--- src/rtl/seq_scan_controller_pkg.sv ---
// Shared types and defaults for the word-level 1-1-0-1 scan controller
// and its bit-serial detector.
package seq_scan_controller_pkg;

    typedef enum logic [1:0] {
        IDLE  = 2'd0,
        SHIFT = 2'd1,
        DONE  = 2'd2
    } scan_state_t;

    // Detector prefix states: how much of 1-1-0-1 has been seen so far
    typedef enum logic [1:0] {
        S_NONE = 2'd0,
        S_1    = 2'd1,
        S_11   = 2'd2,
        S_110  = 2'd3
    } det_state_t;

    localparam int DEFAULT_WIDTH   = 8;
    localparam int DEFAULT_TOTAL_W = 16;

endpackage

--- src/rtl/seq_scan_controller_if.sv ---
// Word handshake and result bus between a parallel producer and the
// scan controller.
interface seq_scan_controller_if
    import seq_scan_controller_pkg::*;
#(
    parameter int WIDTH   = DEFAULT_WIDTH,
    parameter int TOTAL_W = DEFAULT_TOTAL_W
);
    localparam int CW = $clog2(WIDTH + 1);
    localparam int PW = $clog2(WIDTH);

    logic               start;
    logic [WIDTH-1:0]   data_in;
    logic               abort;
    logic               ready;
    logic               done;
    logic [CW-1:0]      match_count;
    logic               match_any;
    logic [PW-1:0]      first_pos;
    logic [WIDTH-1:0]   match_mask;
    logic [TOTAL_W-1:0] total_count;

    modport master (
        output start, data_in, abort,
        input  ready, done, match_count, match_any, first_pos, match_mask, total_count
    );

    modport slave (
        input  start, data_in, abort,
        output ready, done, match_count, match_any, first_pos, match_mask, total_count
    );

endinterface

--- src/rtl/seq_scan_controller_fsm_sequence.sv ---
// Serial 1-1-0-1 detector, Mealy output, non-overlapping: every match
// returns the machine to the no-prefix state.
module fsm_sequence
    import seq_scan_controller_pkg::*;
(
    input  logic clk,
    input  logic reset,
    input  logic w,
    output logic z
);
    det_state_t state;

    always_ff @(posedge clk) begin
        if (reset) begin
            state <= S_NONE;
        end else begin
            case (state)
                S_NONE:  state <= w ? S_1  : S_NONE;
                S_1:     state <= w ? S_11 : S_NONE;
                S_11:    state <= w ? S_11 : S_110;
                // "1101" (match) and "1100" both leave no usable prefix
                S_110:   state <= S_NONE;
                default: state <= S_NONE;
            endcase
        end
    end

    assign z = (state == S_110) && w;

endmodule

--- src/rtl/seq_scan_controller.sv ---
// Shifts accepted words MSB-first through the 1-1-0-1 detector and
// reports per-word matches plus a saturating running total.
module seq_scan_controller
    import seq_scan_controller_pkg::*;
#(
    parameter int WIDTH   = DEFAULT_WIDTH,
    parameter int TOTAL_W = DEFAULT_TOTAL_W
)(
    input  logic                  clock,
    input  logic                  reset,
    seq_scan_controller_if.slave  bus
);
    localparam int CW = $clog2(WIDTH + 1);
    localparam int PW = $clog2(WIDTH);
    localparam int SW = ((TOTAL_W > CW) ? TOTAL_W : CW) + 1;
    localparam logic [SW-1:0] TMAX = (SW'(1) << TOTAL_W) - SW'(1);
    localparam logic [PW-1:0] LAST = PW'(WIDTH - 1);

    scan_state_t      state;
    logic [WIDTH-1:0] shreg;
    logic [PW-1:0]    bit_cnt;
    logic [CW-1:0]    work_cnt;
    logic [WIDTH-1:0] work_mask;
    logic [PW-1:0]    work_first;
    logic             found;

    logic             det_w, det_rst, z;
    logic [PW-1:0]    pos;
    logic [CW-1:0]    cnt_nx;
    logic [WIDTH-1:0] mask_nx;
    logic [PW-1:0]    first_nx;
    logic [SW-1:0]    sum;

    assign det_w   = (state == SHIFT) ? shreg[WIDTH-1] : 1'b0;
    assign det_rst = reset | (state != SHIFT);

    fsm_sequence u_det (
        .clk   (clock),
        .reset (det_rst),
        .w     (det_w),
        .z     (z)
    );

    // Accumulators as they stand after the current edge, so the final
    // SHIFT edge can publish results including its own match.
    always_comb begin
        pos      = LAST - bit_cnt;
        cnt_nx   = work_cnt + CW'(z);
        mask_nx  = work_mask | (z ? (WIDTH'(1) << pos) : '0);
        first_nx = (z && !found) ? pos : work_first;
        sum      = SW'(bus.total_count) + SW'(cnt_nx);
    end

    always_ff @(posedge clock) begin
        if (reset) begin
            state           <= IDLE;
            shreg           <= '0;
            bit_cnt         <= '0;
            work_cnt        <= '0;
            work_mask       <= '0;
            work_first      <= '0;
            found           <= 1'b0;
            bus.ready       <= 1'b1;
            bus.done        <= 1'b0;
            bus.match_count <= '0;
            bus.match_any   <= 1'b0;
            bus.first_pos   <= '0;
            bus.match_mask  <= '0;
            bus.total_count <= '0;
        end else begin
            bus.done <= 1'b0;
            case (state)
                IDLE: begin
                    if (bus.start) begin
                        state      <= SHIFT;
                        bus.ready  <= 1'b0;
                        shreg      <= bus.data_in;
                        bit_cnt    <= '0;
                        work_cnt   <= '0;
                        work_mask  <= '0;
                        work_first <= '0;
                        found      <= 1'b0;
                    end
                end
                SHIFT: begin
                    if (bus.abort) begin
                        state     <= IDLE;
                        bus.ready <= 1'b1;
                    end else begin
                        shreg      <= shreg << 1;
                        bit_cnt    <= bit_cnt + PW'(1);
                        work_cnt   <= cnt_nx;
                        work_mask  <= mask_nx;
                        work_first <= first_nx;
                        found      <= found | z;
                        if (bit_cnt == LAST) begin
                            state           <= DONE;
                            bus.done        <= 1'b1;
                            bus.match_count <= cnt_nx;
                            bus.match_any   <= (cnt_nx != '0);
                            bus.first_pos   <= first_nx;
                            bus.match_mask  <= mask_nx;
                            bus.total_count <= (sum > TMAX) ? '1 : sum[TOTAL_W-1:0];
                        end
                    end
                end
                DONE: begin
                    state     <= IDLE;
                    bus.ready <= 1'b1;
                end
                default: begin
                    state     <= IDLE;
                    bus.ready <= 1'b1;
                end
            endcase
        end
    end

endmodule
--- src/flat_wrapper.sv ---
// flat-port wrapper written by rule: the top's interface ports become plain ports
module seq_scan_controller_flat import seq_scan_controller_pkg::*;
#(
    parameter int WIDTH   = DEFAULT_WIDTH,
    parameter int TOTAL_W = DEFAULT_TOTAL_W
)
  (clock, reset, bus_start, bus_data_in, bus_abort, bus_ready, bus_done, bus_match_count, bus_match_any, bus_first_pos, bus_match_mask, bus_total_count);
  seq_scan_controller_if #(.WIDTH(WIDTH), .TOTAL_W(TOTAL_W)) bus_i ();
  input  logic clock;
  input  logic reset;
  input wire logic [$bits(bus_i.start)-1:0] bus_start;
  input wire logic [$bits(bus_i.data_in)-1:0] bus_data_in;
  input wire logic [$bits(bus_i.abort)-1:0] bus_abort;
  output wire logic [$bits(bus_i.ready)-1:0] bus_ready;
  output wire logic [$bits(bus_i.done)-1:0] bus_done;
  output wire logic [$bits(bus_i.match_count)-1:0] bus_match_count;
  output wire logic [$bits(bus_i.match_any)-1:0] bus_match_any;
  output wire logic [$bits(bus_i.first_pos)-1:0] bus_first_pos;
  output wire logic [$bits(bus_i.match_mask)-1:0] bus_match_mask;
  output wire logic [$bits(bus_i.total_count)-1:0] bus_total_count;
  assign bus_i.start = bus_start;
  assign bus_i.data_in = bus_data_in;
  assign bus_i.abort = bus_abort;
  assign bus_ready = bus_i.ready;
  assign bus_done = bus_i.done;
  assign bus_match_count = bus_i.match_count;
  assign bus_match_any = bus_i.match_any;
  assign bus_first_pos = bus_i.first_pos;
  assign bus_match_mask = bus_i.match_mask;
  assign bus_total_count = bus_i.total_count;
  seq_scan_controller #(.WIDTH(WIDTH), .TOTAL_W(TOTAL_W)) u_core (.clock(clock), .reset(reset), .bus(bus_i));
endmodule
--- config.mk ---
export PLATFORM = sky130hd
export DESIGN_NAME = seq_scan_controller_flat
export DESIGN_NICKNAME = d
export VERILOG_FILES = /design/src/rtl/seq_scan_controller_pkg.sv /design/src/rtl/seq_scan_controller_if.sv /design/src/rtl/seq_scan_controller_fsm_sequence.sv /design/src/rtl/seq_scan_controller.sv /design/src/flat_wrapper.sv
export SDC_FILE = /design/constraint.sdc
export NUM_CORES = 1
export LEC_CHECK = 0
export ABC_AREA = 1
export CORE_ASPECT_RATIO = 0.6
export CORE_MARGIN = 4
export CORE_UTILIZATION = 50
export DETAILED_ROUTE_END_ITERATION = 12
export GPL_TIMING_DRIVEN = 0
export PLACE_DENSITY_LB_ADDON = 0.05
export SLEW_MARGIN = 5
export SYNTH_ARGS = -nofsm -noshare
export SYNTH_HDL_FRONTEND = slang
export SYNTH_HIERARCHICAL = 1
export SYNTH_SLANG_ARGS = --single-unit
--- constraint.sdc ---
create_clock -name clock -period 4 [get_ports clock]
set_clock_uncertainty 0.15 [all_clocks]
set_input_delay 0.4 -clock clock [delete_from_list [all_inputs] [get_ports clock]]
set_output_delay 0.4 -clock clock [all_outputs]
set_load 0.01 [all_outputs]
* Word-level counts from Yosys, hierarchy flattened *
Index checks and enable logic that the tools add are counted.

word-level totals
  bits of input ports = 12
  register bits = 65
  output and inout port bits = 34

operators by class
  reductions and logical operators = 12
  add/sub/neg operators = 4
  shift-type cells = 1
  mux-type cells = 32
  magnitude comparators = 1
  bitwise logic cells = 5
  equal/unequal tests = 10

operator list
  operator                                                                count
  8-bit two-way mux                                                       5
  8-bit one-hot mux with 2 select lines                                   2
  16-bit by 4-bit adder with 17-bit output                                1
  17-bit by 16-bit > comparator with 1-bit output, second input constant  1
  16-bit two-way mux                                                      1
  3-bit two-way mux                                                       4
  3-bit one-hot mux with 2 select lines                                   2
  2-bit two-way mux                                                       4
  4-bit two-way mux                                                       2
  8-bit OR                                                                1
  2-bit one-hot mux with 4 select lines                                   1
  4-bit one-hot mux with 2 select lines                                   1
  1-bit by 3-bit left shift with 8-bit output, first input constant       1
  1-bit two-way mux                                                       7
  2-bit != test, second input constant                                    3
  3-bit AND reduction                                                     2
  4-bit by 1-bit adder with 4-bit output                                  1
  2-bit by 1-bit == test with 1-bit output, second input constant         2
  2-bit == test, second input constant                                    2
  2-bit zero test                                                         2
  1-bit one-hot mux with 2 select lines                                   2
  2-bit one-hot mux with 2 select lines                                   1
  2-bit AND reduction                                                     2
  4-bit nonzero test                                                      1
  11 further kinds                                                        14

* Depth between registers and ports, before layout *
Gate-level depths: netlist of the first run.

  word-level depth = 7
  depth in mapped cells = 22

* By module *
Netlist of the first run, hierarchy kept.

modules (own cells, without submodules)
  module               area an instance (sq um)  cells an instance  instances
  seq_scan_controller  3022.9                    407                1
  fsm_sequence         86.3                      14                 1

* Least setup slack after synthesis of the first run *
Ideal clock, no wire load.

  kind = register -> register
  start = register u_core.state[0]
  end = register u_core.bus.total_count[13]
  setup slack = 0.896 ns
  arrival = 2.897 ns
  stages on the path, launching flop included = 20
  cells stage by stage = dfxtp_1 > inv_2 > nor2_4 > clkinv_1 > nor2_1 > nand2_1 > nor2_1 > ha_1 > ha_1 > xnor2_1 > inv_1 > ha_1 > nand2_1 > nor2_1 > nand2_1 > a21oi_1 > nand4_2 > nand3_1 > nand2_1 > inv_1

between the ends
  cells in the longest elaborated chain, start to end = 7
  elaborated cells between the ends (all ways) = 8

RTL lines
  element                                          line                                    RTL
  start, declared                                  seq_scan_controller.sv:19               scan_state_t state;
  start signal, assigned                           seq_scan_controller.sv:56               state <= IDLE;
  start signal, assigned                           seq_scan_controller.sv:75               state <= SHIFT;
  start signal, assigned                           seq_scan_controller.sv:87               state <= IDLE;
  2-bit by 1-bit == test with 1-bit output (*)     seq_scan_controller.sv:34               assign det_w = (state == SHIFT) ? shreg[WIDTH-1] : 1'b0;
  1-bit two-way mux (*)                            seq_scan_controller.sv:34
  via u_core.det_w                                 seq_scan_controller.sv:27               logic det_w, det_rst, z;
  1-bit logical AND (*)                            seq_scan_controller_fsm_sequence.sv:28  assign z = (state == S_110) && w;
  via u_core.z                                     seq_scan_controller.sv:27
  4-bit by 1-bit adder with 4-bit output (*)       seq_scan_controller.sv:48               cnt_nx = work_cnt + CW'(z);
  via u_core.cnt_nx[2]                             seq_scan_controller.sv:29               logic [CW-1:0] cnt_nx;
  16-bit by 4-bit adder with 17-bit output (*)     seq_scan_controller.sv:51               sum = SW'(bus.total_count) + SW'(cnt_nx);
  17-bit by 16-bit > comparator with 1-bit output  seq_scan_controller.sv:103              bus.total_count <= (sum > TMAX) ? '1 : sum[TOTAL_W-1:0];
  16-bit two-way mux (*)                           seq_scan_controller.sv:103
  end signal, assigned                             seq_scan_controller.sv:103
  end, declared                                    seq_scan_controller_if.sv:30            output ready, done, match_count, match_any, first_pos, match_mask, total_count

Mark *: on every way through the listed nets, which the timed path passes. The rest lies on a longest branch.
A chain may end at the register's enable or synchronous reset.

* Final worst setup path of the first run *
Ends and elaborated chain as after synthesis.

==> reports/qor.csv, run 1 <==
metric,value,unit
status,finished clean,
crit_required,4.14,ns
p_int,0.001123,W
grtUsageTotal,22.28,%
syn-num-nets,446,
synth.yosys.warnings,6,
worstPathCellList,inv_2 -> nor2_4 -> clkinv_1 -> nor2_1 -> nand2_1 -> nor2_4 -> ha_1 -> ha_1 -> xnor2_1 -> inv_1 -> ha_1 -> nand2_1 -> nor2_1 -> nand2_1 -> a21oi_1 -> nand4_4 -> nand3_1 -> nand2_1 -> inv_1,
setup_viol,0,
tightest_slew,0.5929,ns
grt_antenna_before_repair,0,
seqPwrFrac,45.9,%
drt_iter0_drc,179,
viasPerCell,5.187,
nets,502,
gr-total-overflow,0,
ios,46,
routed_wl,7886,um
synth_top_area_cell,dfxtp_1,
place.gp.congestion,0.8834,
drt_pre_antenna_iters,4,
holdCritPathClass,reg -> reg,
areaGrowthSynthToFinish,26.36,%
first_global_vias,2767,
port_buffers,45,
ant_nets,0,
critPathKind,reg -> reg,
cp.arrival,3.80,ns
cpMaxStageDelayCell,ha_1,
ff_latch_area,1301,um^2
yosys-top-cells-count,"104 x nand2_1, 65 x dfxtp_1, 43 x inv_1",
initial_core_util,53.54,%
synth_ff_type,dfxtp_1,
hold_viol,0,
cp_common_cell,nand2_1,
power,0.001457,W
timing.fmax,273.0,MHz
multi_input_area,1572,um^2
cts_buffers,9,
slew_violations,0,
max_slew_margin,60.47,%
cts_hold_buf,0,
min_period,3.663,ns
cp-start-kind,flop,
leakagePower,1.673,nW
diodes,0,
fillCellCount,473,
avgSynthCellArea,7.385,um^2
p_comb_share,6.0,%
post-route-drc-count,0,
switching_power,0.0003334,W
post-cts-setup-buffer-count,0,
cts_root_buf,clkbuf_8,
cpPeakStageDelay,0.40,ns
seq_area_frac_synth,41.85,%
synth_area_leaders,"dfxtp_1 42%, nand2_1 13%, a21oi_1 6.3%",
synth_cell_types,37,
drv_cap,0,
path_clk_slew,0.07,ns
grt_pass1_wl,13300,um
grt_max_degree,13,
synth_edf_count,0,
yosysMostFrequentCell,nand2_1,
cts.sinks,65,
dp_hpwl,5845,um
clock_path_buffers,2,
irDropWorstVdd,0.0002104,V
cts_resized,0,
core,5807,um^2
synth_seq_cells,65,
synth_cells,421,
cts_tree,done,
wl_per_cell,14.03,um
vias,2915,
async_flop_share,0,%
synth_top_area_share,41.85,%
dieArea,7585,um^2
crit_fanout,9,
tns,0,ns
drive_gt1_share,7.469,%
htree_levels,3,
syn-cell-area,3109,um^2
p_per_area,370.8,nW/um^2
p_sw_share,22.89,%
post-route-period-util,91.58,%
cp-end-kind,flop,
die_height,69.08,um
row_count,21,
clock_power_share,48.2,%
insertion_delay,0.34,ns
rsz0062_at_grt,no,
die_w,109.8,um
-- layout by cell type, fill, tap and decap left out, types with 2 or more instances in the layout --
master	count
a211oi_1	5
a21oi_1	39
a31oi_1	7
buf_1	2
buf_2	4
buf_6	2
bufinv_16	3
clkbuf_1	5
clkbuf_8	10
clkdlybuf4s50_1	45
clkinv_4	2
dfxtp_1	65
ha_1	12
inv_1	43
inv_2	3
mux2i_1	2
nand2_1	104
nand2_2	2
nand3_1	19
nand4_1	4
nor2_1	41
nor2_4	2
nor3_1	5
o21a_1	2
o21ai_0	25
o21bai_1	7
xnor2_1	3
xor2_1	5
-- cell type report --
type                       count  share of cell area (%)
inverter                      47                   4.490
sequential                    65                   33.12
clock buffer                  10                   3.503
multi-input combinational    295                   40.00
buffer                        14                   1.943
clock inverter                 6                   2.930
tap                           80                   2.548
timing repair buffer          45                   11.46
-- cell families (layout without fill, tap and decap cells) --
group | count (synthesis) | after routing | synth area share [%]
and+or+nand+nor | 182 | 182 | 25.31
AOI/OAI and AO/OA | 90 | 90 | 16.34
xor gates and xnor gates | 8 | 8 | 2.254
muxes | 2 | 2 | 0.6439
adders and majority gates | 13 | 13 | 5.473
buffers and inverters | 61 | 122 | 8.129
DFF | 65 | 65 | 41.85
-- worst max-delay path: cells and delay by family (launching register included) --
kind,cells,cell delay (ns)
flops,1,0.37
compound gates,1,0.25
simple gates,10,1.44
fa+ha+maj,3,0.78
xor+xnor,1,0.15
buf+inv,4,0.48
-- state kept, by name, indices dropped and copies added (netlist names), 2 cells and up, named ones only --
register / flops
u_core/bit_cnt: 3
u_core/bus.first_pos: 3
u_core/bus.match_count: 4
u_core/bus.match_mask: 8
u_core/bus.total_count: 16
u_core/shreg: 8
u_core/state: 2
u_core/work_cnt: 4
u_core/work_first: 3
u_core/work_mask: 8
-- power by group through the flow --
stage                     Clock [W]  Sequential, W  Combinational (W)
after floorplan                   0       0.000681          0.0000526
after global placement            0       0.000682          0.0000843
after detailed placement          0       0.000682          0.0000855
after CTS                  0.000710       0.000667          0.0000863
after global routing       0.000740       0.000670          0.0000994
final                      0.000701       0.000668          0.0000871
-- routing by layer --
layer,vias up,routed length (um),GRT usage (%),part of all wire (%)
li1,1477,-,-,-
met1,1324,3946,33.77,50
met2,107,3130,29.64,40
met3,7,750,6.343,9.5
met4,0,59,7.469,0.75
met5,-,0,0,0
-- final timing paths --
kind / slack, ns / cells past startpoint / startpoint / end
hold reg to reg: 0.31 / 2 / u_core/bus.match_count[1] / u_core/bus.match_count[1]
setup / recovery: 0.34 / 19 / u_core/state[0] / u_core/bus.total_count[13]
hold / removal: 0.31 / 2 / u_core/bus.match_count[1] / u_core/bus.match_count[1]
setup reg to reg: 0.34 / 19 / u_core/state[0] / u_core/bus.total_count[13]
-- stage by stage --
stage	utilization [%]	area (um^2)	hold WS, ns	instances	worst slack, ns
final	67.66	3929	0.3145	562	0.3367
after global routing	67.66	3929	0.3307	562	0.02740
after floorplan	-	3109	0.2848	421	0.8958
after CTS	67.38	3913	0.3184	562	0.03685
after detailed placement	63.03	3660	0.3072	546	0.06833
after global placement	63.03	3660	0.2961	546	0.1492
(Power assumes the default switching activity.)
==> inputs of run 2 (changes only) <==
--- a/config.mk
+++ b/config.mk
@@ -12,7 +12,6 @@
 export DETAILED_ROUTE_END_ITERATION = 12
 export GPL_TIMING_DRIVEN = 0
 export PLACE_DENSITY_LB_ADDON = 0.05
-export SLEW_MARGIN = 5
 export SYNTH_ARGS = -nofsm -noshare
 export SYNTH_HDL_FRONTEND = slang
 export SYNTH_HIERARCHICAL = 1
==> results of run 2 <==
Same layout as run 1: the final DEF is identical, and so are final timing and power.
==> inputs of run 3 (changes only) <==
--- a/config.mk
+++ b/config.mk
@@ -6,9 +6,11 @@
 export NUM_CORES = 1
 export LEC_CHECK = 0
 export ABC_AREA = 1
+export CELL_PAD_IN_SITES_DETAIL_PLACEMENT = 0
+export CELL_PAD_IN_SITES_GLOBAL_PLACEMENT = 1
 export CORE_ASPECT_RATIO = 0.6
 export CORE_MARGIN = 4
-export CORE_UTILIZATION = 50
+export CORE_UTILIZATION = 39
 export DETAILED_ROUTE_END_ITERATION = 12
 export GPL_TIMING_DRIVEN = 0
 export PLACE_DENSITY_LB_ADDON = 0.05
==> run 3 against run 2 <==
  * First-iteration DRC count increased by 4.5%
  * Routed wire length rose by 5.4%
  * Register-to-register slack improved by 0.04 ns
  * Worst hold slack got worse by 0.0050 ns
  * Via count shrank 3.0%
  * Die area rose by 25%
  * Setup slack improved by 0.040 ns
  * Sequential share of layout area down 0.27 points
  * Maximum frequency up 1.1%
  * Sequential cell count did not move
  * Critical path type unchanged
==> reports/qor.csv, run 3 (synthesized netlist as in run 1, its figures left out) <==
metric,value,unit,change
p_sw_share,22.27,%,was 22.89%
vias,2827,,was 2915
slew_violations,0,,unchanged
cp-start-kind,flop,,unchanged
cts_tree,done,,unchanged
cts_buffers,9,,unchanged
fillCellCount,751,,was 473
multi_input_area,1572,um^2,unchanged
power,0.001436,W,was 0.001457 W
nets,502,,unchanged
p_comb_share,6.2,%,was 6.0%
routed.top_layer,met4,,unchanged
row_count,24,,was 21
irDropWorstVdd,0.0001853,V,was 0.0002104 V
post-route-drc-count,0,,unchanged
routed_wl,8313,um,was 7886 um
dp_hpwl,6239,um,was 5845 um
die_w,123.3,um,was 109.8 um
crit_fanout,9,,unchanged
drt_pre_antenna_iters,5,,was 4
dr_wl_met2,3053,um,was 3130 um
grt_antenna_before_repair,0,,unchanged
ff_latch_area,1301,um^2,unchanged
gr-total-overflow,0,,unchanged
leakagePower,1.674,nW,was 1.673 nW
worstPathCellList,inv_2 -> nor2_4 -> clkinvlp_4 -> nor2_1 -> nand2_1 -> nor2_4 -> ha_1 -> ha_1 -> xnor2_1 -> inv_1 -> ha_1 -> nand2_1 -> nor2_1 -> nand2_1 -> a21oi_1 -> nand4_4 -> nand3_1 -> nand2_1 -> inv_1,,was inv_2 -> nor2_4 -> clkinv_1 -> nor2_1 -> nand2_1 -> nor2_4 -> ha_1 -> ha_1 -> xnor2_1 -> inv_1 -> ha_1 -> nand2_1 -> nor2_1 -> nand2_1 -> a21oi_1 -> nand4_4 -> nand3_1 -> nand2_1 -> inv_1
cp.arrival,3.74,ns,was 3.80 ns
initial_core_util,41.42,%,was 53.54%
post-route-period-util,90.58,%,was 91.58%
cts_hold_buf,0,,unchanged
cpMaxStageDelayCell,ha_1,,unchanged
clock_path_buffers,2,,unchanged
switching_power,0.0003198,W,was 0.0003334 W
core,7507,um^2,was 5807 um^2
drt_iter0_drc,187,,was 179
final_cell_mix,"104 x nand2_1, 65 x dfxtp_1, 45 x clkdlybuf4s50_1, 43 x inv_1, 41 x nor2_1",,unchanged
cpPeakStageDelay,0.38,ns,was 0.40 ns
final_common_cell,nand2_1,,unchanged
largest_reg_flops,16,,unchanged
cp-end-kind,flop,,unchanged
p_per_area,362.5,nW/um^2,was 370.8 nW/um^2
cts.sinks,65,,unchanged
grtUsageTotal,18.29,%,was 22.28%
diodes,0,,unchanged
first_global_vias,2560,,was 2767
holdCritPathClass,reg -> reg,,unchanged
clock_power_share,47.2,%,was 48.2%
rsz0062_at_grt,no,,unchanged
regMostFlops,u_core/bus.total_count,,unchanged
drive_gt1_share,6.681,%,was 7.469%
setup_viol,0,,unchanged
drv_cap,0,,unchanged
path_clk_slew,0.05,ns,was 0.07 ns
viasPerCell,4.849,,was 5.187
min_period,3.623,ns,was 3.663 ns
cp_common_cell,nand2_1,,unchanged
areaGrowthSynthToFinish,27.40,%,was 26.36%
die_height,77.16,um,was 69.08 um
max_slew_margin,58.82,%,was 60.47%
final_util,52.77,%,was 67.66%
grt_pass1_wl,13400,um,was 13300 um
critPathKind,reg -> reg,,unchanged
pre_cts_slack,-0.02556,ns,was 0.06833 ns
port_buffers,45,,unchanged
met1_length,4692,um,was 3946 um
crit_required,4.12,ns,was 4.14 ns
cts_root_buf,clkbuf_16,,was clkbuf_8
status,finished clean,,unchanged
seqPwrFrac,46.6,%,was 45.9%
setup_slack,0.3767,ns,was 0.3367 ns
hold_viol,0,,unchanged
tightest_slew,0.6177,ns,was 0.5929 ns
timing.fmax,276.0,MHz,was 273.0 MHz
htree_levels,3,,unchanged
dieArea,9512,um^2,was 7585 um^2
holdWs,0.3095,ns,was 0.3145 ns
ios,46,,unchanged
dr_wl_met3,532,um,was 750 um
insertion_delay,0.32,ns,was 0.34 ns
p_int,0.001116,W,was 0.001123 W
grt_max_degree,11,,was 13
ant_nets,0,,unchanged
wl_per_cell,14.26,um,was 14.03 um
place.gp.congestion,0.8246,,was 0.8834
run 3: changes by cell type in the layout (fill, tap and decap cells not counted), sizes merged:
cell	previous run	this run
bufinv	3	0
clkbuf	15	17
clkinv	3	1
run 3: what timing repair did:
action	in CTS	in global routing
pin swaps	0	0
buffers inserted	0	0
resized for setup	1	3
endpoints found under the setup margin	3	15
run 3: metrics by stage:
stage,cells,setup TNS [ns],cell area (um^2)
after floorplan,421,0,3109
after global placement,570,-0.001129,3690
after detailed placement,570,-0.05496,3690
after CTS,583,0,3944
after global routing,583,0,3961
final,583,0,3961
run 3: layer usage:
metal	global-route usage, %	vias up
li1	-	1480
met1	29.66	1265
met2	22.38	80
met3	6.103	2
met4	3.757	0
met5	0	-
run 3: critical path: cells and delay by family, from the launching register on:
family,cells,cell delay [ns]
AO/OA/AOI/OAI,1,0.25
XOR/XNOR,1,0.15
adder cells (fa/ha/maj),3,0.78
buffers and inverters,4,0.46
flip-flops,1,0.36
AND/OR/NAND/NOR,10,1.40
run 3: worst paths after layout:
kind                        start                    endpoint  slack (ns)  depth (start not counted)
setup / recovery  u_core/state[0]  u_core/bus.total_count[15]        0.38                         19
hold / removal       u_core/found                u_core/found        0.31                          2
setup reg to reg  u_core/state[0]  u_core/bus.total_count[15]        0.38                         19
hold reg to reg      u_core/found                u_core/found        0.31                          2
run 3: power groups by stage:
stage	Clock, W	Sequential [W]	Combinational (W)
6_report	0.000677	0.000670	0.0000889
5_1_grt	0.000723	0.000671	0.000100
4_1_cts	0.000692	0.000670	0.0000880
3_5_place_dp	0	0.000683	0.0000869
3_3_place_gp	0	0.000683	0.0000871
2_1_floorplan	0	0.000681	0.0000526
run 3: final cells by class:
cell class	instances	area share (%)
clock buffer	12	6.222
multi-input combinational	295	39.67
sequential	65	32.85
buffer	14	1.927
inverter	47	4.548
timing repair buffer	45	11.37
clock inverter	1	0.1263
tap	104	3.285
